<file path="config.mk">
export PLATFORM = sky130hd
export DESIGN_NAME = universal_shift_register
export DESIGN_NICKNAME = d
export VERILOG_FILES = /design/src/rtl/shift_reg_pkg.sv /design/src/rtl/shift_counter.sv /design/src/rtl/universal_shift_register.sv
export SDC_FILE = /design/constraint.sdc
export NUM_CORES = 1
export LEC_CHECK = 0
export ABC_CLOCK_PERIOD_IN_PS = 1300
export BUFFER_PORTS_ARGS = -buffer_cell sky130_fd_sc_hd__buf_2
export CAP_MARGIN = 40
export CORE_AREA = 5 5 49 51
export DETAILED_ROUTE_END_ITERATION = 12
export DIE_AREA = 0 0 54 56
export GPL_ROUTABILITY_DRIVEN = 1
export PLACE_DENSITY = 0.72
export SYNTH_ARGS = -nofsm -noshare
export SYNTH_HDL_FRONTEND = slang
export SYNTH_SLANG_ARGS = --single-unit
export TNS_END_PERCENT = 20
</file>
<file path="constraint.sdc">
create_clock -name clk -period 1.3 [get_ports clk]
set_clock_uncertainty 0.15 [all_clocks]
set_input_delay 0.13 -clock clk [delete_from_list [all_inputs] [get_ports clk]]
set_output_delay 0.13 -clock clk [all_outputs]
set_load 0.005 [all_outputs]
</file>
<file path="src/rtl/shift_reg_pkg.sv">
// shift_reg_pkg: operation encodings shared by the universal shift register and its bench.
package shift_reg_pkg;
  localparam logic [2:0] MODE_HOLD = 3'd0;
  localparam logic [2:0] MODE_LOAD = 3'd1;
  localparam logic [2:0] MODE_SHR  = 3'd2;
  localparam logic [2:0] MODE_SHL  = 3'd3;
  localparam logic [2:0] MODE_ROR  = 3'd4;
  localparam logic [2:0] MODE_ROL  = 3'd5;
  localparam logic [2:0] MODE_ASR  = 3'd6;
  localparam logic [2:0] MODE_CLR  = 3'd7;
endpackage

</file>
<file path="src/rtl/shift_counter.sv">
// shift_counter: modulo-N shift counter with a registered one-cycle done pulse on wrap.
module shift_counter #(
  parameter int N = 8,
  localparam int CW = $clog2(N + 1)
) (
  input  logic          clk,
  input  logic          rst,
  input  logic          inc,
  input  logic          clr,
  output logic [CW-1:0] cnt,
  output logic          done
);
  logic wrap;
  assign wrap = inc && (cnt == CW'(N - 1));
  always_ff @(posedge clk or posedge rst) begin
    if (rst) begin
      cnt  <= '0;
      done <= 1'b0;
    end else begin
      cnt  <= clr ? '0 : inc ? (wrap ? '0 : cnt + CW'(1)) : cnt;
      done <= wrap;
    end
  end
endmodule

</file>
<file path="src/rtl/universal_shift_register.sv">
// universal_shift_register: N-bit load/shift/rotate/arith-shift register with shift counter and done pulse.
module universal_shift_register
  import shift_reg_pkg::*;
#(
  parameter int N = 8,
  localparam int CW = $clog2(N + 1)
) (
  input  logic          clk,
  input  logic          rst,
  input  logic          en,
  input  logic [2:0]    mode,
  input  logic [N-1:0]  d,
  input  logic          sin_l,
  input  logic          sin_r,
  output logic [N-1:0]  q,
  output logic          sout_r,
  output logic          sout_l,
  output logic [CW-1:0] shift_cnt,
  output logic          done
);
  logic [N-1:0] q_nxt;
  logic         shift_op;
  assign shift_op = (mode >= MODE_SHR) && (mode <= MODE_ASR);
  assign sout_r   = q[0];
  assign sout_l   = q[N-1];
  always_comb begin
    q_nxt = q;
    if (en) begin
      case (mode)
        MODE_LOAD: q_nxt = d;
        MODE_SHR:  q_nxt = {sin_l, q[N-1:1]};
        MODE_SHL:  q_nxt = {q[N-2:0], sin_r};
        MODE_ROR:  q_nxt = {q[0], q[N-1:1]};
        MODE_ROL:  q_nxt = {q[N-2:0], q[N-1]};
        MODE_ASR:  q_nxt = {q[N-1], q[N-1:1]};
        MODE_CLR:  q_nxt = '0;
        default:   q_nxt = q;
      endcase
    end
  end
  always_ff @(posedge clk or posedge rst) begin
    if (rst) q <= '0;
    else     q <= q_nxt;
  end
  shift_counter #(.N(N)) u_cnt (
    .clk  (clk),
    .rst  (rst),
    .inc  (en && shift_op),
    .clr  (en && (mode == MODE_LOAD || mode == MODE_CLR)),
    .cnt  (shift_cnt),
    .done (done)
  );
endmodule
</file>
==> impl_metrics.csv <==
group,metric,value,unit
global_routing,grt_max_degree,15,
sta,slew_violations,0,
power,p_leak,0.0005486,µW
cells_and_area,nets,152,
sta,fin_crit,1.387,ns
floorplanning,core,0.001902,mm²
synth,synth_cells,85,
routing,vias,811,
floorplanning,pin_count,31,
sta,fmax,721.0,MHz
global_routing,overflow,0,
cells_and_area,area_growth,44.43,%
synth,seq_area_frac_synth,42.00,%
synth,ys_warn_count,0,
floorplanning,die_x,54,µm
floorplanning,die_h,56,µm
clocking,htree_levels,1,
sta,setup_viol,1,
placement,gp_congestion,0.8240,
clocking,worstSkewPairLatency,0.27,ns
power,p_total,1222,µW
routing,wl_per_cell,12.68,µm
floorplanning,initial_core_util,40.72,%
setup_path,crit_start,"u_cnt.cnt[0]",
setup_path,critical_path_required,1.36,ns
job,drv_cap,0,
sta,grt_setup_unrepaired,"true",
setup_path,cp.arrival,1.44,ns
setup_path,cp_num_buf_inv,0,
clocking,cts-root-buf,"clkbuf_4",
power,combPwrFrac,34.5,%
synth,synth-async-reset-ratio,100.0,%
power,seqPwrFrac,45.2,%
global_routing,antenna_found_initial,0,
synth,ys_ff_latch,13,
global_routing,grt_pass1_vias,871,
setup_path,worst-path-stages,4,
power,power_switching,395.9,µW
setup_path,r2r_start,"u_cnt.cnt[0]",
setup_path,cpLargestDelayFamily,"simple AND/OR/NAND/NOR gates",
run_status,status,"finished, violations left",
clocking,cts.sinks,13,
cells_and_area,final_util,58.82,%
routing,drc,0,
setup_path,reg2reg_slack,-0.09,ns
global_routing,grt_first_pass_wirelength,3.581,mm
power,power_density,1093,mW/mm²
floorplanning,core.rowCount,16,
setup_path,cp_max_fo,3,
setup_path,cp_slowest_cell,"or4b_1",
setup_path,cp-start-kind,"flip-flop",
sta,relSlewSlack,65.66,%
global_routing,gr-usage-all-layers,15.37,%
synth,synth_edf_count,0,
setup_path,path_cells,"ha_2, nand2_2, or4b_1, o21ai_1",
sta,period_share,106.7,%
setup_path,timing.rr.end,"u_cnt.cnt[3]",
placement,port_buffers,30,
clocking,cts_buffer_depth,2,
setup_path,crit_path_end_kind,"flip-flop",
clocking,path_clk_slew,0.08,ns
run_status,violations,"setup timing",
placement,pre_cts_ws,-0.08831,ns
power,switching_share,32.40,%
hold_path,hold_path.class,"in -> reg",
sta,worst_slew_pin_slew,0.5145,ns
placement,dp_hpwl,1.604,mm
cells_and_area,antenna_cells,0,
routing,routed_wl,2.042,mm
synth,ys.flop_type,"dfrtp_1",
placement,place_area,0.001039,mm²
sta,finalWorstSetupSlack,-0.08705,ns
setup_path,critical_path.max_stage_delay,0.43,ns
synth,syn_nets,102,
setup_path,ff2ff_path_depth,4,
routing,drtIter0Drc,3,
synth,syn_area,774.5,µm²
clocking,tritoncts,"built",
setup_path,path_class,"reg -> reg",
power,p_int,826.2,µW
cells_and_area,fin_area,0.001119,mm²
setup_path,crit_end,"u_cnt.cnt[3]",
routing,first_pass_iters,6,
clocking,cts-buffers-inserted,3,
synth,synth_area_per_cell,9.112,µm²
cells_and_area,layout-drive-gt1-share,41.79,%
synth,synth_cell_types,26,
power,peakVddDrop,633.6,µV
routing,ant_nets,0,
power,clockPowerShare,20.4,%
sta,finalHoldViolCount,0,
floorplanning,die_area,0.003024,mm²
routing,vias_per_cell,5.037,
registers in the layout (all words and copies together), names as in the netlist:
signal and count:
u_cnt.cnt 4, u_cnt.done 1, q 8
worst reg2reg max path, delay by kind of cell, from the launching register on:
kind                     cells  cell delay [ns]
adder cells (fa/ha/maj)      1             0.19
AO/OA/AOI/OAI                1             0.08
flip-flops                   1             0.40
AND/OR/NAND/NOR              2             0.50
kinds of logic (layout without fill, tap and decap cells):
logic type      count (synthesis)  after routing  synth area share [%]
compound gates                 32             32                 29.57
simple gates                   28             28                 17.45
buf+inv                        10             59                 8.239
fa+ha+maj                       1              1                 1.615
xor+xnor                        1              1                 1.131
flops                          13             13                 42.00
final cells by class:
type                            count  area, µm²
Fill cell                         179      783.3
Multi-Input combinational cell     62      394.1
Timing Repair Buffer               52      327.8
Sequential cell                    13      325.3
Tap cell                           27      33.78
Clock buffer                        4      26.28
Inverter                            3      11.26
Yosys cell counts, drive strengths merged (2+ instances only):
library cell	count	share of area, %
nand2	12	6.8
o21ai	8	5.2
dfrtp	13	42
o31ai	8	9.5
nor2	8	3.9
a221oi	6	6.8
inv	3	1.5
a21oi	5	3.2
nand2b	2	1.6
nand3	2	1.3
clkbuf	2	0.97
buf	5	5.8
worst min-delay path by stage:
stage          from           end  slack [ns]  depth (start not counted)
6_report       d[2]          q[2]       0.003                          3
3_3_place_gp    rst  u_cnt.cnt[1]        0.03                          2
5_1_grt        d[2]          q[2]       0.006                          3
2_1_floorplan   rst          q[0]       -0.14                          1
3_5_place_dp    rst  u_cnt.cnt[1]        0.04                          2
4_1_cts        d[2]          q[2]      0.0002                          3
metal layers:
metal  track usage (%)  wire length (µm)  vias to the layer above
met3             3.753               101                        0
met2             25.78              1084                       17
li1                  -                 -                      409
met1             18.62               856                      385
met5                 0                 0                        -
met4             4.982                 0                        0
repair_timing:
action                                 in CTS  in global routing
pin swaps                                   0                  0
endpoints found under the hold margin      17                  0
gates cloned                                0                  0
resized for setup                           1                  3
setup endpoints to repair                   1                  3
hold buffers                                5                  0
setup buffers                               0                  0
through the flow:
stage	std cells	hold WS, ns	setup TNS [ns]
floorplan	85	-0.1430	-0.08315
CTS	161	0.0001528	-0.08481
global placement	152	0.03486	-0.03085
global route	161	0.006209	-0.1559
detailed placement	152	0.04454	-0.08831
finish	161	0.003383	-0.08705
placed cells by master, fill, tap and decap left out:
cell / Yosys / final
buf_2: 0 / 30
buf_4: 3 / 17
dfrtp_1: 13 / 13
nand2_1: 11 / 10
nor2_1: 8 / 8
o31ai_1: 7 / 7
a221oi_1: 6 / 6
o21ai_0: 8 / 5
dlygate4sd3_1: 0 / 5
a21oi_1: 5 / 4
inv_1: 3 / 3
o21ai_1: 0 / 3
clkbuf_4: 0 / 3
nand3_1: 2 / 2
nand2b_1: 2 / 2
xor2_1: 1 / 1
a21boi_0: 1 / 1
nand3b_1: 1 / 1
o31ai_4: 1 / 1
o21a_1: 1 / 1
and2_2: 1 / 1
a22o_1: 1 / 1
nand2_2: 0 / 1
o22ai_1: 1 / 1
nand2_4: 1 / 1
nor3_1: 1 / 1
a21oi_2: 0 / 1
a211oi_1: 1 / 1
or4b_1: 1 / 1
ha_2: 0 / 1
clkbuf_1: 2 / 1
power by group through the flow:
stage | combinational, µW | clock (µW) | sequential (µW)
3_5_place_dp | 409 | 0 | 559
3_3_place_gp | 401 | 0 | 557
4_1_cts | 423 | 262 | 553
5_1_grt | 477 | 281 | 567
6_report | 421 | 249 | 552
2_1_floorplan | 198 | 0 | 564
No activity file was read; power rests on OpenSTA's default activity.
